### config.mk
export PLATFORM = sky130hd
export DESIGN_NAME = spi_burst_dcd
export DESIGN_NICKNAME = d
export VERILOG_FILES = /design/src/rtl/spi_dcd_pkg.sv /design/src/rtl/spi_dcd_addr_ctr.sv /design/src/rtl/spi_burst_dcd.sv
export SDC_FILE = /design/constraint.sdc
export NUM_CORES = 1
export LEC_CHECK = 0
export BUFFER_PORTS_ARGS = -buffer_cell sky130_fd_sc_hd__buf_2
export CORE_ASPECT_RATIO = 1.1
export CORE_MARGIN = 5
export CORE_UTILIZATION = 58
export DETAILED_ROUTE_END_ITERATION = 10
export GPL_TIMING_DRIVEN = 1
export PLACE_DENSITY = 0.85
export SETUP_SLACK_MARGIN = 0.15
export SYNTH_ARGS = -nofsm -noshare
export SYNTH_HDL_FRONTEND = slang
export SYNTH_HIERARCHICAL = 1
export SYNTH_SLANG_ARGS = --single-unit
### constraint.sdc
create_clock -name clk -period 3.1 [get_ports clk]
set_input_delay 0.62 -clock clk [delete_from_list [all_inputs] [get_ports clk]]
set_output_delay 0.62 -clock clk [all_outputs]
set_load 0.05 [all_outputs]
### src/rtl/spi_dcd_pkg.sv
// Shared definitions for the SPI burst instruction decoder: FSM state
// encoding and header-byte field positions.
package spi_dcd_pkg;

  typedef enum logic [1:0] {
    ST_IDLE  = 2'd0,
    ST_HDR   = 2'd1,
    ST_DATA  = 2'd2,
    ST_DRAIN = 2'd3
  } dcd_state_e;

  localparam int HDR_RW  = 7;
  localparam int HDR_INC = 6;

  // Extract the op/inc pair of a header byte as {is_write, auto_inc}.
  function automatic logic [1:0] hdr_flags(input logic [7:0] hdr);
    return {hdr[HDR_RW], hdr[HDR_INC]};
  endfunction

endpackage

### src/rtl/spi_dcd_addr_ctr.sv
// Loadable ADDR_W-bit address counter with optional auto-increment.
// On overflow it either wraps to zero or holds at the top address.
module spi_dcd_addr_ctr #(
  parameter int ADDR_W  = 6,
  parameter int WRAP_EN = 1
) (
  input  logic              clk,
  input  logic              rst_n,
  input  logic              load_i,
  input  logic [ADDR_W-1:0] load_val_i,
  input  logic              en_i,
  input  logic              inc_i,
  output logic [ADDR_W-1:0] cnt_o,
  output logic [ADDR_W-1:0] nxt_o
);

  localparam logic [ADDR_W-1:0] ADDR_MAX  = {ADDR_W{1'b1}};
  localparam logic [ADDR_W-1:0] ADDR_ZERO = {ADDR_W{1'b0}};

  logic [ADDR_W-1:0] cnt_q;
  logic [ADDR_W-1:0] cnt_d;
  logic [ADDR_W-1:0] step_s;

  always_comb begin
    step_s = cnt_q;
    if (!inc_i) begin
      step_s = cnt_q;
    end else if (cnt_q != ADDR_MAX) begin
      step_s = cnt_q + ADDR_W'(1);
    end else if (WRAP_EN != 0) begin
      step_s = ADDR_ZERO;
    end else begin
      step_s = ADDR_MAX;
    end
  end

  always_comb begin
    cnt_d = cnt_q;
    if (load_i) begin
      cnt_d = load_val_i;
    end else if (en_i) begin
      cnt_d = step_s;
    end else begin
      cnt_d = cnt_q;
    end
  end

  always_ff @(posedge clk or negedge rst_n) begin
    if (!rst_n) begin
      cnt_q <= ADDR_ZERO;
    end else begin
      cnt_q <= cnt_d;
    end
  end

  assign cnt_o = cnt_q;
  assign nxt_o = step_s;

endmodule

### src/rtl/spi_burst_dcd.sv
// SPI byte-stream decoder: one header byte then up to MAX_BURST data bytes,
// driving single or auto-incrementing burst accesses into the register bank.
module spi_burst_dcd
  import spi_dcd_pkg::*;
#(
  parameter int ADDR_W    = 6,
  parameter int MAX_BURST = 16,
  parameter int WRAP_EN   = 1
) (
  input  logic              clk,
  input  logic              rst_n,
  input  logic              cs_active,
  input  logic              byte_sync,
  input  logic [7:0]        data_in,
  output logic [7:0]        data_out,
  output logic              read,
  output logic              write,
  output logic [ADDR_W-1:0] addr,
  input  logic [7:0]        data_read,
  output logic [7:0]        data_write,
  output logic              burst_err
);

  localparam int              CNT_W   = $clog2(MAX_BURST + 1);
  localparam logic [CNT_W-1:0] CNT_MAX = CNT_W'(MAX_BURST);

  dcd_state_e        state_q, state_d;
  logic              cs_prev_q;
  logic              op_wr_q, op_wr_d;
  logic              inc_q, inc_d;
  logic [CNT_W-1:0]  cnt_q, cnt_d;
  logic              burst_err_q, burst_err_d;
  logic              read_q, read_d;
  logic              write_q, write_d;
  logic [ADDR_W-1:0] addr_q, addr_d;
  logic [7:0]        data_write_q, data_write_d;

  logic              cs_rise_s;
  logic              ctr_load_s;
  logic              ctr_en_s;
  logic [ADDR_W-1:0] cur_s;
  logic [ADDR_W-1:0] cur_nxt_s;
  logic [1:0]        hdr_flags_s;

  assign cs_rise_s   = cs_active & ~cs_prev_q;
  assign hdr_flags_s = hdr_flags(data_in);

  spi_dcd_addr_ctr #(
    .ADDR_W  (ADDR_W),
    .WRAP_EN (WRAP_EN)
  ) u_addr_ctr (
    .clk        (clk),
    .rst_n      (rst_n),
    .load_i     (ctr_load_s),
    .load_val_i (data_in[ADDR_W-1:0]),
    .en_i       (ctr_en_s),
    .inc_i      (inc_q),
    .cnt_o      (cur_s),
    .nxt_o      (cur_nxt_s)
  );

  always_comb begin
    state_d      = state_q;
    op_wr_d      = op_wr_q;
    inc_d        = inc_q;
    cnt_d        = cnt_q;
    burst_err_d  = burst_err_q;
    read_d       = read_q;
    write_d      = 1'b0;
    addr_d       = addr_q;
    data_write_d = data_write_q;
    ctr_load_s   = 1'b0;
    ctr_en_s     = 1'b0;

    // Frame end wins over any byte arriving in the same cycle.
    if (!cs_active) begin
      state_d = ST_IDLE;
      read_d  = 1'b0;
    end else begin
      case (state_q)
        ST_IDLE: begin
          if (cs_rise_s) begin
            state_d = ST_HDR;
          end else begin
            state_d = ST_IDLE;
          end
        end
        ST_HDR: begin
          if (byte_sync) begin
            op_wr_d     = hdr_flags_s[1];
            inc_d       = hdr_flags_s[0];
            ctr_load_s  = 1'b1;
            cnt_d       = {CNT_W{1'b0}};
            burst_err_d = 1'b0;
            read_d      = ~hdr_flags_s[1];
            if (!hdr_flags_s[1]) begin
              addr_d = data_in[ADDR_W-1:0];
            end else begin
              addr_d = addr_q;
            end
            state_d = ST_DATA;
          end else begin
            state_d = ST_HDR;
          end
        end
        ST_DATA: begin
          if (!byte_sync) begin
            state_d = ST_DATA;
          end else if (cnt_q == CNT_MAX) begin
            state_d     = ST_DRAIN;
            burst_err_d = 1'b1;
            read_d      = 1'b0;
          end else begin
            ctr_en_s = 1'b1;
            cnt_d    = cnt_q + CNT_W'(1);
            // Writes target the current address; reads pre-fetch the next one.
            if (op_wr_q) begin
              write_d      = 1'b1;
              addr_d       = cur_s;
              data_write_d = data_in;
            end else begin
              addr_d = cur_nxt_s;
            end
          end
        end
        ST_DRAIN: begin
          state_d = ST_DRAIN;
        end
        default: begin
          state_d = ST_IDLE;
          read_d  = 1'b0;
        end
      endcase
    end
  end

  // Decoder state and output registers.
  always_ff @(posedge clk or negedge rst_n) begin
    if (!rst_n) begin
      state_q      <= ST_IDLE;
      cs_prev_q    <= 1'b1;
      op_wr_q      <= 1'b0;
      inc_q        <= 1'b0;
      cnt_q        <= {CNT_W{1'b0}};
      burst_err_q  <= 1'b0;
      read_q       <= 1'b0;
      write_q      <= 1'b0;
      addr_q       <= {ADDR_W{1'b0}};
      data_write_q <= 8'h00;
    end else begin
      state_q      <= state_d;
      cs_prev_q    <= cs_active;
      op_wr_q      <= op_wr_d;
      inc_q        <= inc_d;
      cnt_q        <= cnt_d;
      burst_err_q  <= burst_err_d;
      read_q       <= read_d;
      write_q      <= write_d;
      addr_q       <= addr_d;
      data_write_q <= data_write_d;
    end
  end

  assign read       = read_q;
  assign write      = write_q;
  assign addr       = addr_q;
  assign data_write = data_write_q;
  assign burst_err  = burst_err_q;
  assign data_out   = read_q ? data_read : 8'h00;

endmodule

==> impl_metrics.prom <==
# TYPE chip_impl_metric gauge
chip_impl_info{name="result_of_the_run",value="finished clean"} 1
chip_impl_info{name="worstReg2RegEnd",value="addr[2]"} 1
chip_impl_metric{name="postSynthRegisterBits",unit=""} 33
chip_impl_metric{name="total_power",unit="mW"} 1.53
chip_impl_metric{name="finalSetupViolCount",unit=""} 0
chip_impl_metric{name="gr-usage-all-layers",unit="%"} 20.4
chip_impl_info{name="critical_path.startpoint",value="state_q[0]"} 1
chip_impl_metric{name="via_per_inst",unit=""} 6.14
chip_impl_metric{name="n_antenna_cell",unit=""} 0
chip_impl_metric{name="synth.avg_cell_area",unit="µm²"} 9.94
chip_impl_metric{name="grt_pass1_wl",unit="µm"} 7280
chip_impl_metric{name="clk_buf_depth",unit=""} 2
chip_impl_metric{name="detailedRoute.firstPassIterationCount",unit=""} 4
chip_impl_info{name="critical_path.startpoint_type",value="flop"} 1
chip_impl_metric{name="globalRouteOverflowTotal",unit=""} 0
chip_impl_metric{name="post-cts-setup-buffers",unit=""} 0
chip_impl_metric{name="ys_warn_count",unit=""} 6
chip_impl_metric{name="maxSlewHeadroom",unit="%"} 52.6
chip_impl_metric{name="cts-resized-gates",unit=""} 0
chip_impl_metric{name="std_cell_rows",unit=""} 22
chip_impl_metric{name="critical_path_arrival",unit="ns"} 2.56
chip_impl_metric{name="final_layout_size_suffix_gt1_share",unit="%"} 29.1
chip_impl_metric{name="ff2ff_setup_slack",unit="ns"} 0.79
chip_impl_info{name="crit-reg2reg-launch",value="state_q[0]"} 1
chip_impl_metric{name="hold_viol",unit=""} 0
chip_impl_metric{name="irDropWorstVdd",unit="V"} 0.000380
chip_impl_metric{name="antenna_violations_before_repair",unit=""} 0
chip_impl_info{name="synth_ff_type",value="dfrtp_1"} 1
chip_impl_metric{name="detail_route.drc_violations",unit=""} 0
chip_impl_metric{name="drt.antenna.violating_nets",unit=""} 0
chip_impl_metric{name="width_of_the_die",unit="µm"} 65.5
chip_impl_metric{name="power_leakage",unit="nW"} 1.05
chip_impl_metric{name="h-tree-depth",unit=""} 2
chip_impl_metric{name="nFillCells",unit=""} 269
chip_impl_metric{name="ys_async_rst_share",unit="%"} 100
chip_impl_metric{name="syn-cell-area",unit="mm²"} 0.00197
chip_impl_metric{name="worst_slew_pin_slew",unit="ns"} 0.710
chip_impl_metric{name="nets",unit=""} 260
chip_impl_metric{name="syn_nets",unit=""} 221
chip_impl_metric{name="globalplace.congestion",unit=""} 0.873
chip_impl_metric{name="dr_total_vias",unit=""} 1675
chip_impl_metric{name="fin_setup_tns",unit="ns"} 0
chip_impl_info{name="hold_path_class",value="input pin to asynchronous set/reset pin"} 1
chip_impl_metric{name="initial_utilization",unit="%"} 59.6
chip_impl_metric{name="synth_edf_count",unit=""} 0
chip_impl_metric{name="final_min_period_over_clock_period",unit="%"} 74.6
chip_impl_metric{name="final.min_clock_period",unit="ns"} 2.31
chip_impl_metric{name="critical_path_peak_fanout",unit=""} 22
chip_impl_metric{name="grt_start_max_net_pins",unit=""} 34
chip_impl_metric{name="max_cap_violations",unit=""} 0
chip_impl_metric{name="io_pins",unit=""} 45
chip_impl_metric{name="setup_slack",unit="ns"} 0.788
chip_impl_metric{name="synthCells",unit=""} 198
chip_impl_metric{name="timing.final.max_slew_violations",unit=""} 0
chip_impl_metric{name="hold_buffers",unit=""} 0
chip_impl_metric{name="fin_worst_hold_slack",unit="ns"} 0.316
chip_impl_metric{name="clkSlewWorstSetupHoldPaths",unit="ns"} 0.10
chip_impl_metric{name="initialDrtViolationCount",unit=""} 151
chip_impl_metric{name="cp.required",unit="ns"} 3.34
chip_impl_metric{name="detailed_place_hpwl",unit="µm"} 3180
chip_impl_metric{name="clock_skew",unit="ns"} 0.00795
chip_impl_info{name="setup_repair_after_global_routing_missed_its_margin",value="false"} 1
chip_impl_metric{name="maxClockFrequency",unit="MHz"} 433
chip_impl_metric{name="clkSinkCount",unit=""} 33
chip_impl_metric{name="fp.dieArea",unit="mm²"} 0.00466
chip_impl_metric{name="io_buffers",unit=""} 44
chip_impl_info{name="clk_root_buffer_cell",value="clkbuf_4"} 1
chip_impl_metric{name="die_height",unit="µm"} 71.1
chip_impl_metric{name="dr_wl_cell",unit="µm"} 16.0
chip_impl_metric{name="grt_pass1_vias",unit=""} 1504
chip_impl_metric{name="yosysSeqAreaShare",unit="%"} 42.0
chip_impl_metric{name="clock_insertion_delay_worst_skew",unit="ns"} 0.34
chip_impl_metric{name="core_area",unit="mm²"} 0.00330
chip_impl_metric{name="finalCoreUtilization",unit="%"} 66.8
chip_impl_info{name="timing.setup.critical_path_class",value="flop to flop"} 1
chip_impl_metric{name="dp_worst_setup_slack",unit="ns"} 0.851
chip_impl_metric{name="power.density_cell_area",unit="mW/mm²"} 694
chip_impl_info{name="tritoncts_clock_tree",value="done"} 1
chip_impl_metric{name="reg2reg_depth",unit=""} 4
chip_impl_metric{name="area.growth.synth_to_final",unit="%"} 12.1
chip_impl_metric{name="synth.lib_cells_used.distinct",unit=""} 49
chip_impl_metric{name="routed_wl",unit="µm"} 4380
chip_impl_info{name="setup.worst_path.end_class",value="flop"} 1
chip_impl_metric{name="tritoncts.num_buffers",unit=""} 5
## through the flow
stage	std cells	cell area (µm²)
after CTS	273	2210
after detailed placement	266	2150
final	273	2210
after global placement	266	2150
after global routing	273	2210
after floorplan	198	1970
## layout by cell type, fill, tap and decap left out, types with 2 or more instances in the layout
cell,n
a21oi_1,6
a221oi_1,6
and2_1,8
and3_1,3
buf_2,44
clkbuf_4,5
dfrtp_1,32
ha_1,3
inv_1,15
mux2_2,9
mux2i_1,7
nand2_1,10
nand2b_1,2
nand3_1,11
nand4_1,3
nor2_1,7
nor2b_1,3
nor3_1,6
nor3b_1,3
nor4bb_1,2
o211ai_1,6
o21ai_0,10
o21ai_1,2
or3_1,2
or4_1,5
xnor2_1,2
xor2_1,3
## layout make-up
type                    instances  area, µm²  share of cell area (%)
clock buffers                   7       55.1                    2.49
inverters                      15       56.3                    2.55
multi-input cells             137        996                    45.1
flip-flops and latches         33        827                    37.5
well taps                      36       45.0                    2.04
repair buffers                 45        228                    10.3
## power by group
part	internal, mW	leakage [nW]	switching (mW)	total (mW)
clock network	0.107	0.0314	0.140	0.247
registers	0.532	0.408	0.139	0.672
logic	0.217	0.610	0.396	0.614
total	0.856	1.05	0.675	1.53
## synth_stat cells, drive strengths merged (2+ instances only)
| cell type | count | area (µm²) |
|---|---|---|
| nand2 | 11 | 43.8 |
| inv | 15 | 56.3 |
| a21oi | 6 | 30.0 |
| mux2i | 7 | 70.1 |
| nor2 | 7 | 26.3 |
| or3 | 2 | 12.5 |
| nor3 | 7 | 40.0 |
| o21ai | 12 | 60.1 |
| nand2b | 2 | 12.5 |
| a221oi | 6 | 52.6 |
| nor2b | 3 | 18.8 |
| o211ai | 6 | 45.0 |
| dfrtp | 32 | 801 |
| or4 | 5 | 37.5 |
| xnor2 | 2 | 17.5 |
| nand4 | 4 | 31.3 |
| buf | 7 | 56.3 |
| nor3b | 3 | 22.5 |
| and2 | 8 | 50.1 |
| xor2 | 3 | 26.3 |
| nand3 | 12 | 72.6 |
| mux2 | 10 | 113 |
| ha | 3 | 37.5 |
| clkbuf | 6 | 32.5 |
| nor4bb | 2 | 20.0 |
| and3 | 3 | 18.8 |
## critical path: stages, from the launching register on
cell and delay [ns]:
dfrtp_1 0.73, nand4b_1 0.49, inv_1 0.49, a22oi_2 0.18, a221oi_1 0.32
## sequential cells by signal, indices dropped and copies added, names as in the netlist
register	flops
data_write	8
write	1
state_q	2
read	1
cs_prev_q	1
burst_err	1
u_addr_ctr/cnt_o	6
cnt_q	5
inc_q	1
op_wr_q	1
addr	6
## layer usage
metal / vias to the layer above / share of wire (%) / track usage [%]
met1: 797 / 40 / 24.3
met2: 71 / 51 / 34.4
met5: - / 0 / 0
met4: 0 / 2.1 / 7.83
li1: 797 / - / -
met3: 10 / 6.5 / 5.87
## cell families (layout without fill, tap and decap cells)
logic type | after synthesis | count (layout) | share of synthesized area [%]
mux | 17 | 17 | 9.28
compound gates | 38 | 38 | 12.8
buf+inv | 28 | 67 | 7.37
simple gates | 74 | 74 | 24.3
xor+xnor | 5 | 5 | 2.23
fa+ha+maj | 3 | 3 | 1.91
flops | 33 | 33 | 42.0
## worst max-delay path by stage
stage	to	slack [ns]	cells past startpoint
2_1_floorplan	u_addr_ctr/cnt_o[4]	1.06	8
3_3_place_gp	addr[3]	0.88	4
3_5_place_dp	addr[4]	0.85	4
4_1_cts	addr[1]	0.77	4
5_1_grt	addr[4]	0.54	4
6_report	addr[2]	0.79	4
(Power assumes the default switching activity.)
